## src/rtl/conv_pkg.sv

```systemverilog
// rtl/conv_pkg.sv - shared constants and FSM state type for the convolution stream source
//
// Purpose: default frame geometry, convolver output width and top FSM states.
// Ports:   none (package).

package conv_pkg;

   localparam int CONV_N = 128;                              // x frame length
   localparam int CONV_M = 32;                               // f frame length
   localparam int CONV_W = 8;                                // sample width
   localparam int W_Y    = 2*CONV_W + $clog2(CONV_M) + 1;    // convolver output width

   typedef enum logic [1:0] {
      IDLE = 2'd0,
      SEND = 2'd1,
      FIN  = 2'd2
   } state_e;

endpackage

```

## src/rtl/stream_chan_tx.sv

```systemverilog
// rtl/stream_chan_tx.sv - one valid/ready transmit channel with its own frame buffer
//
// Purpose: holds LEN samples, replays them nframes times on a valid/ready stream.
// Ports:
//   clk, reset_n          clock, async active-low reset
//   go                    restart: clear counters, latch nframes, present sample 0
//   nframes[7:0]          repeat count, latched on go
//   wr_en/wr_addr/wr_data buffer write port
//   m_data/m_valid/m_ready stream master
//   fin                   next-state of the fin flag (high once last sample has handshaken)

module stream_chan_tx #(
   parameter int LEN = 128,
   parameter int W   = 8,
   parameter int IW  = $clog2(LEN)
) (
   input  logic          clk,
   input  logic          reset_n,
   input  logic          go,
   input  logic [7:0]    nframes,
   input  logic          wr_en,
   input  logic [IW-1:0] wr_addr,
   input  logic [W-1:0]  wr_data,
   output logic [W-1:0]  m_data,
   output logic          m_valid,
   input  logic          m_ready,
   output logic          fin
);

   logic [W-1:0]  buf_q [LEN];
   logic [IW-1:0] idx_q,   idx_d;
   logic [7:0]    frame_q, frame_d;
   logic [7:0]    nfr_q,   nfr_d;
   logic          valid_q, valid_d;
   logic [W-1:0]  data_q,  data_d;
   logic          fin_q,   fin_d;
   logic          hs;

   // Buffer is plain storage: no reset, contents survive resets and restarts.
   always_ff @(posedge clk) begin
      if (wr_en) begin
         buf_q[wr_addr] <= wr_data;
      end
   end

   assign hs = valid_q & m_ready;

   // data_q is always preloaded with the next sample so there is no bubble at wrap.
   always_comb begin
      idx_d   = idx_q;
      frame_d = frame_q;
      nfr_d   = nfr_q;
      valid_d = valid_q;
      data_d  = data_q;
      fin_d   = fin_q;
      if (go) begin
         idx_d   = '0;
         frame_d = '0;
         nfr_d   = nframes;
         valid_d = 1'b1;
         data_d  = buf_q[0];
         fin_d   = 1'b0;
      end else if (hs) begin
         if (idx_q == IW'(LEN-1)) begin
            idx_d   = '0;
            frame_d = frame_q + 8'd1;
            if (frame_q + 8'd1 == nfr_q) begin
               valid_d = 1'b0;
               data_d  = '0;
               fin_d   = 1'b1;
            end else begin
               data_d  = buf_q[0];
            end
         end else begin
            idx_d  = idx_q + IW'(1);
            data_d = buf_q[idx_q + IW'(1)];
         end
      end
   end

   always_ff @(posedge clk or negedge reset_n) begin
      if (!reset_n) begin
         idx_q   <= '0;
         frame_q <= '0;
         nfr_q   <= '0;
         valid_q <= 1'b0;
         data_q  <= '0;
         fin_q   <= 1'b0;
      end else begin
         idx_q   <= idx_d;
         frame_q <= frame_d;
         nfr_q   <= nfr_d;
         valid_q <= valid_d;
         data_q  <= data_d;
         fin_q   <= fin_d;
      end
   end

   assign m_data  = data_q;
   assign m_valid = valid_q;
   // Exported one cycle early so the top can pulse done right after the final handshake.
   assign fin     = fin_d;

endmodule

```

## src/rtl/conv_stream_src.sv

```systemverilog
// rtl/conv_stream_src.sv - x/f frame stream source for the 1-D convolver
//
// Purpose: host-loaded x and f frames replayed nframes times on two independent streams.
// Ports:
//   clk, reset_n                      clock, async active-low reset
//   ld_valid/ld_ready/ld_sel/ld_addr/ld_data  host write port (IDLE only)
//   start, nframes[7:0]               transmit command, repeat count
//   busy, done                        high in SEND, one-cycle completion pulse
//   m_data_x/m_valid_x/m_ready_x      x stream master
//   m_data_f/m_valid_f/m_ready_f      f stream master

module conv_stream_src
   import conv_pkg::*;
#(
   parameter int N = CONV_N,
   parameter int M = CONV_M,
   parameter int W = CONV_W
) (
   input  logic                 clk,
   input  logic                 reset_n,
   input  logic                 ld_valid,
   output logic                 ld_ready,
   input  logic                 ld_sel,
   input  logic [$clog2(N)-1:0] ld_addr,
   input  logic [W-1:0]         ld_data,
   input  logic                 start,
   input  logic [7:0]           nframes,
   output logic                 busy,
   output logic                 done,
   output logic [W-1:0]         m_data_x,
   output logic                 m_valid_x,
   input  logic                 m_ready_x,
   output logic [W-1:0]         m_data_f,
   output logic                 m_valid_f,
   input  logic                 m_ready_f
);

   localparam int NW = $clog2(N);
   localparam int MW = $clog2(M);

   state_e state_q, state_d;
   logic   busy_q, busy_d;
   logic   done_q, done_d;
   logic   ld_ready_q, ld_ready_d;
   logic   go;
   logic   fin_x, fin_f;
   logic   wr_x, wr_f;

   always_comb begin
      state_d = state_q;
      go      = 1'b0;
      case (state_q)
         IDLE: begin
            if (start) begin
               if (nframes != 8'd0) begin
                  state_d = SEND;
                  go      = 1'b1;
               end else begin
                  state_d = FIN;
               end
            end
         end
         SEND: begin
            if (fin_x && fin_f) begin
               state_d = FIN;
            end
         end
         default: state_d = IDLE;
      endcase
      busy_d     = (state_d == SEND);
      done_d     = (state_d == FIN);
      ld_ready_d = (state_d == IDLE);
   end

   always_ff @(posedge clk or negedge reset_n) begin
      if (!reset_n) begin
         state_q    <= IDLE;
         busy_q     <= 1'b0;
         done_q     <= 1'b0;
         ld_ready_q <= 1'b1;
      end else begin
         state_q    <= state_d;
         busy_q     <= busy_d;
         done_q     <= done_d;
         ld_ready_q <= ld_ready_d;
      end
   end

   assign busy     = busy_q;
   assign done     = done_q;
   assign ld_ready = ld_ready_q;

   assign wr_x = ld_ready_q & ld_valid & ~ld_sel;
   assign wr_f = ld_ready_q & ld_valid &  ld_sel;

   stream_chan_tx #(.LEN(N), .W(W), .IW(NW)) u_chan_x (
      .clk     (clk),
      .reset_n (reset_n),
      .go      (go),
      .nframes (nframes),
      .wr_en   (wr_x),
      .wr_addr (ld_addr),
      .wr_data (ld_data),
      .m_data  (m_data_x),
      .m_valid (m_valid_x),
      .m_ready (m_ready_x),
      .fin     (fin_x)
   );

   stream_chan_tx #(.LEN(M), .W(W), .IW(MW)) u_chan_f (
      .clk     (clk),
      .reset_n (reset_n),
      .go      (go),
      .nframes (nframes),
      .wr_en   (wr_f),
      .wr_addr (ld_addr[MW-1:0]),
      .wr_data (ld_data),
      .m_data  (m_data_f),
      .m_valid (m_valid_f),
      .m_ready (m_ready_f),
      .fin     (fin_f)
   );

endmodule
```

## config.mk

```make
export PLATFORM = sky130hd
export DESIGN_NAME = conv_stream_src
export DESIGN_NICKNAME = d
export VERILOG_FILES = /design/src/rtl/conv_pkg.sv /design/src/rtl/stream_chan_tx.sv /design/src/rtl/conv_stream_src.sv
export SDC_FILE = /design/constraint.sdc
export NUM_CORES = 2
export LEC_CHECK = 0
export ABC_AREA = 1
export BUFFER_PORTS_ARGS = -buffer_cell sky130_fd_sc_hd__clkbuf_2
export CAP_MARGIN = 20
export CORE_AREA = 3 3 471 427
export DETAILED_ROUTE_END_ITERATION = 6
export DIE_AREA = 0 0 474 430
export PLACE_DENSITY = 0.41
export SYNTH_ARGS = -nofsm -noshare
export SYNTH_HDL_FRONTEND = slang
export SYNTH_HIERARCHICAL = 1
export SYNTH_SLANG_ARGS = --single-unit
```

## constraint.sdc

```tcl
create_clock -name clk -period 2.5 [get_ports clk]
set_input_delay 0.625 -clock clk [delete_from_list [all_inputs] [get_ports clk]]
set_output_delay 0.625 -clock clk [all_outputs]
set_load 0.005 [all_outputs]
```

* After elaboration in Yosys (flattened, before gate mapping) *
Memories as Yosys holds them, arrays and structs flattened.
Cells that the tools add are included.

operators by class
  $add $sub $neg = 4
  equal/unequal tests = 7
  muxes and demuxes = 47
  bitwise operators = 6
  reduce and logical (&&, ||, !) cells = 14

operators with widths
  kind                                                              count
  8-bit 2-to-1 mux                                                  14
  1-bit 2-to-1 mux                                                  23
  7-bit 2-to-1 mux                                                  3
  8-bit by 1-bit adder with 8-bit output (second input constant)    2
  8-bit == test                                                     2
  5-bit 2-to-1 mux                                                  3
  2-bit nonzero test                                                6
  8-bit nonzero test                                                1
  7-bit by 1-bit adder with 7-bit output (second input constant)    1
  7-bit == test (second input constant)                             1
  2-bit 2-to-1 mux                                                  3
  3-bit AND reduction                                               2
  5-bit by 1-bit adder with 5-bit output (second input constant)    1
  1-bit AND                                                         5
  5-bit == test (second input constant)                             1
  2-bit by 1-bit == test with 1-bit output (second input constant)  2
  2-bit logical NOT                                                 2
  2-bit case mux with 2 select lines                                1
  2-bit AND reduction                                               2
  2-bit == test (second input constant)                             1
  1-bit logical AND                                                 1
  1-bit inverter                                                    1

word-level totals
  register bits = 61
  memory bits (writable) = 1280
  input bits = 30
  output and inout bits = 21
  word-level logic and storage cells = 95
  memories = 2

memory list
  memory          depth  bits a word  read ports  clocked after Yosys merged registers in  wr ports  RTL line              source
  u_chan_x.buf_q  128    8            2           0                                        1         stream_chan_tx.sv:30  logic [W-1:0] buf_q [LEN];
  u_chan_f.buf_q  32     8            2           0                                        1         stream_chan_tx.sv:30

* Depth between registers and ports, before layout *
  depth after elaboration = 10
  depth in mapped cells = 17
  gate-level depth less buffers = 16

* Hierarchy *
Netlist, hierarchy kept.

by module, submodules not included
  module                      instances  cells an instance  area each (um2)  sequential area each (um2)
  stream_chan_tx at u_chan_x  1          4061               44547.7          31575.3
  stream_chan_tx at u_chan_f  1          1099               12097.9          8463.1
  conv_stream_src             1          29                 231.5            126.4

* Worst setup path before layout *
No wires, ideal clock.

  path type = input port to flip-flop
  from = input port ld_valid
  to = memory u_chan_x.buf_q[42][0] (enable)
  library setup time = 395 ps
  arrival = 2165 ps
  required time = 2105 ps
  path slack = -60 ps
  cell stages on the path = 5
  buffers on the path = 1
  path through = nand2_1 -> nor2_1 -> clkbuf_1 -> nand3_1 -> nor4_1

between the ends
  cells in the longest elaborated chain, start to end = 4

ends and longest elaborated chain
  item                                    RTL line               source
  start, declared                         conv_stream_src.sv:21  input logic ld_valid,
  1-bit AND (2 in a row)                  conv_stream_src.sv:93  assign wr_x = ld_ready_q & ld_valid & ~ld_sel;
  net wr_x                                conv_stream_src.sv:47  logic wr_x, wr_f;
  1-bit 2-to-1 mux                        stream_chan_tx.sv:41   if (wr_en) begin
  1-bit 2-to-1 mux (not written as such)  stream_chan_tx.sv:42   buf_q[wr_addr] <= wr_data;
  end, declared                           stream_chan_tx.sv:30

The timed path passes the listed nets, and every way through them passes these cells.

* Worst setup path in the final report *
  from = register u_chan_x.idx_q[0]
  to = register u_chan_x.data_q[6] (netlist: u_chan_x/m_data[6])

between the ends
  cells in the longest elaborated chain, start to end = 5
  elaborated cells between the ends (all ways) = 6
  those cells by class = 1 x add/sub; 1 x eq/ne; 3 x mux; 1 x memory

ends and longest elaborated chain
  item                                    RTL line              source
  start, declared                         stream_chan_tx.sv:31  logic [IW-1:0] idx_q, idx_d;
  start signal, assigned                  stream_chan_tx.sv:90  idx_q <= idx_d;
  7-bit by 1-bit adder with 7-bit output  stream_chan_tx.sv:76  data_d = buf_q[idx_q + IW'(1)];
  memory read 128 x 8 bit                 n/a
  8-bit 2-to-1 mux *                      stream_chan_tx.sv:64  if (idx_q == IW'(LEN-1)) begin
  8-bit 2-to-1 mux *                      stream_chan_tx.sv:63  end else if (hs) begin
  8-bit 2-to-1 mux *                      stream_chan_tx.sv:56  if (go) begin
  end signal, assigned                    stream_chan_tx.sv:94  data_q <= data_d;
  end, declared                           stream_chan_tx.sv:35  logic [W-1:0] data_q, data_d;

Every way passes the cells marked *; elsewhere a longest branch is shown, timed or not. The select of a mux whose other input is x is not followed.
A chain may end at the register's enable or synchronous reset.

==> out/results.tsv <==
metric	value	unit
H-tree level count	4	
count leader, synth	nand2_1	
Pins Over Slew Limit	0	
dpl ws	-0.121	ns
Synth Register Bits	1349	
share of layout cells above drive strength 1	14.6	%
share of the synthesized area in the top cell type	67.6	%
RePlAce Congestion	0.811	
synthesized cell area	0.0569	mm2
chip height	430	um
Cell Chain, Critical Path	ha_4 > buf_4 > nand4_1 > nand2_1 > inv_1 > buf_12 > nand3_1 > nand3_1 > nand2_1 > nand2_1 > nand3_1 > nand2_1 > nand2_1	
pwr/cell area	1140	mW/mm2
peak supply drop	0.000579	V
Die Wd	474	um
vias in the first global route	38400	
first-pass GRT wire length	264	mm
WHS	0.102	ns
Primary FF master, synth	edfxtp_1	
Worst slew margin	60.4	%
io pins	51	
Nets	5596	
Via Count	38800	
status	finished with violations	
CTS tree	yes	
Sink Count	1349	
Least-Margin Pin Slew	0.592	ns
syn_nets	5224	
CORE AREA	0.196	mm2
max-cap violations	0	
post-synthesis instance total	5189	
Worst-Skew Late Latency	0.79	ns
DR DRC count	0	
CP startpoint kind	register	
Tot Pwr	0.0786	W
CTS Buf Count	156	
slowest stage delay, CP	0.51	ns
final worst slack	-0.0589	ns
Final period util	102	%
Die Footprint	0.204	mm2
drt first-iter violations	3223	
Synth-to-Final Area Change	21.7	%
Final Hold Fails	0	
Post-Layout Inst Area	0.0692	mm2
vias per cell	4.69	
WL final	179	mm
synthesized area per cell	11.0	um2
f_max	0.391	GHz
reg2reg setup slack	-0.06	ns
skew final	0.0418	ns
site row count	154	
static leakage power	26.0	nW
Initial Utilization	29.1	%
Largest delay share family, worst path	simple AND/OR/NAND/NOR gates	
Async SR Flop Fraction	5.11	%
Seq/Total Area, Yosys	70.6	%
CP most frequent cell	nand2_1	
synth top area cells	edfxtp_1 68%, nand2_1 9.5%, nand3_1 7.4%	
CP required	3.17	ns
Crit Path Category	reg -> reg	
utilization after layout	35.4	%
Hold Crit Class	in -> reg	
gr usage total	17.5	%
pin count of the biggest net entering global routing	81	
clock slew at reported path FFs	0.06	ns
crit-path max FO	16	
CP Data Arrival Time	3.23	ns
Root Buffer	clkbuf_16	
slowest cell on the critical path	dfrtp_4	
Crit. End Element	register	
DRT Pass-1 Iters	6	
antenna violations before repair	7	
minimum clock period	2.56	ns
Max Root-Sink Buffers	3	
Yosys cell types	33	
Final Setup Violations	5	
input/output buffers	50	
Post-DRT Antenna Nets	0	
total gr overflow	0	
Commonest cells post-synth	1439 x nand2_1, 1280 x edfxtp_1, 841 x nand3_1, 574 x nor2_1, 300 x inv_1	
Post-synth EDFFs	1280	
Detailed Place HPWL	111	mm
Critical path buffers and inverters	3	
Fillers	19500	
Placed Area	0.0636	mm2
WL/cell	21.7	um
YS warnings	6	
Synth area leader	edfxtp_1	
failing checks	setup timing	
RSZ-0062 raised after global routing	yes	
-- state kept, by name, summed over array words and instances, names as in the netlist --
signal,flops
u_chan_f/idx_q,5
u_chan_x/idx_q,7
u_chan_f/m_valid,1
u_chan_x/nfr_q,8
u_chan_x/frame_q,8
busy,1
u_chan_x/m_data,8
ld_ready,1
u_chan_x/fin_q,1
u_chan_x/buf_q,1024
u_chan_f/buf_q,256
u_chan_f/frame_q,8
state_q,2
u_chan_x/m_valid,1
done,1
u_chan_f/nfr_q,8
u_chan_f/m_data,8
u_chan_f/fin_q,1
-- cells by family after synthesis --
family	Yosys count	synth area share (%)
AOI/OAI and AO/OA	333	3.35
buffers and inverters	608	4.68
adders and majority gates	5	0.110
DFF	1349	70.6
xor gates and xnor gates	9	0.216
and+or+nand+nor	2885	21.0
-- timing repair --
action	4_1_cts	5_1_grt
endpoints found under the hold margin	36	0
pin swaps	7	10
gates resized for setup	69	29
setup buffers	4	1
setup endpoints to repair	8	10
gates cloned	6	1
hold buffers	4	0
-- worst reg2reg max path, cell delays in order, from the launching register on --
cell	delay, ns
dfrtp_4	0.51
ha_4	0.22
buf_4	0.14
nand4_1	0.10
nand2_1	0.11
inv_1	0.25
buf_12	0.22
nand3_1	0.24
nand3_1	0.21
nand2_1	0.11
nand2_1	0.13
nand3_1	0.09
nand2_1	0.08
nand2_1	0.04
-- area by class of cell --
class / count / area (um2) / area share [%]
Sequential cell: 1349 / 40200 / 58.0
Multi-Input combinational cell: 3232 / 14500 / 21.0
Timing Repair Buffer: 502 / 5180 / 7.48
Clock buffer: 204 / 4140 / 5.99
Tap cell: 2574 / 3220 / 4.65
Inverter: 319 / 1230 / 1.78
Clock inverter: 85 / 751 / 1.08
Antenna cell: 4 / 10.0 / 0.0145
Timing Repair inverter: 1 / 8.76 / 0.0127
-- cell usage in the layout, fill, tap and decap left out, drive strengths merged, types with 13 or more instances in the layout --
cell	count
o22ai	13
o211ai	75
a21oi	20
o21ai	225
nand3	843
edfxtp	1280
nor2	578
clkbuf	253
nand2	1439
buf	445
dfrtp	68
inv	323
clkinv	74
-- stage by stage --
stage | TNS (ns) | cells
after floorplan | -1.43 | 5189
after global placement | -0.798 | 7962
after detailed placement | -0.627 | 7962
after CTS | 0 | 8265
after global routing | -0.955 | 8269
final | -0.179 | 8270
-- metal layers --
metal	wire length [um]	vias to the layer above	track usage, %
li1	-	18600	-
met1	85900	19200	25.5
met2	80500	871	26.7
met3	8740	223	2.92
met4	4310	2	4.79
met5	12	-	0
-- worst paths after layout --
| path | from | endpoint | depth (start not counted) |
|---|---|---|---|
| min in group asynchronous | reset_n | u_chan_f/nfr_q[4] | 2 |
| hold reg to reg | u_chan_x/m_data[4] | u_chan_x/m_data[4] | 2 |
| setup reg to reg | u_chan_x/idx_q[0] | u_chan_x/m_data[6] | 13 |
| max in group asynchronous | reset_n | u_chan_f/idx_q[0] | 3 |
| hold / removal | nframes[4] | u_chan_x/nfr_q[4] | 3 |
| setup / recovery | u_chan_x/idx_q[0] | u_chan_x/m_data[6] | 13 |
-- where the power goes --
part | internal [W] | switching (W)
Combinational | 0.0110 | 0.0201
Clock | 0.0125 | 0.00956
Sequential | 0.0252 | 0.000313
Note: power is estimated with default switching activity, not from simulation.
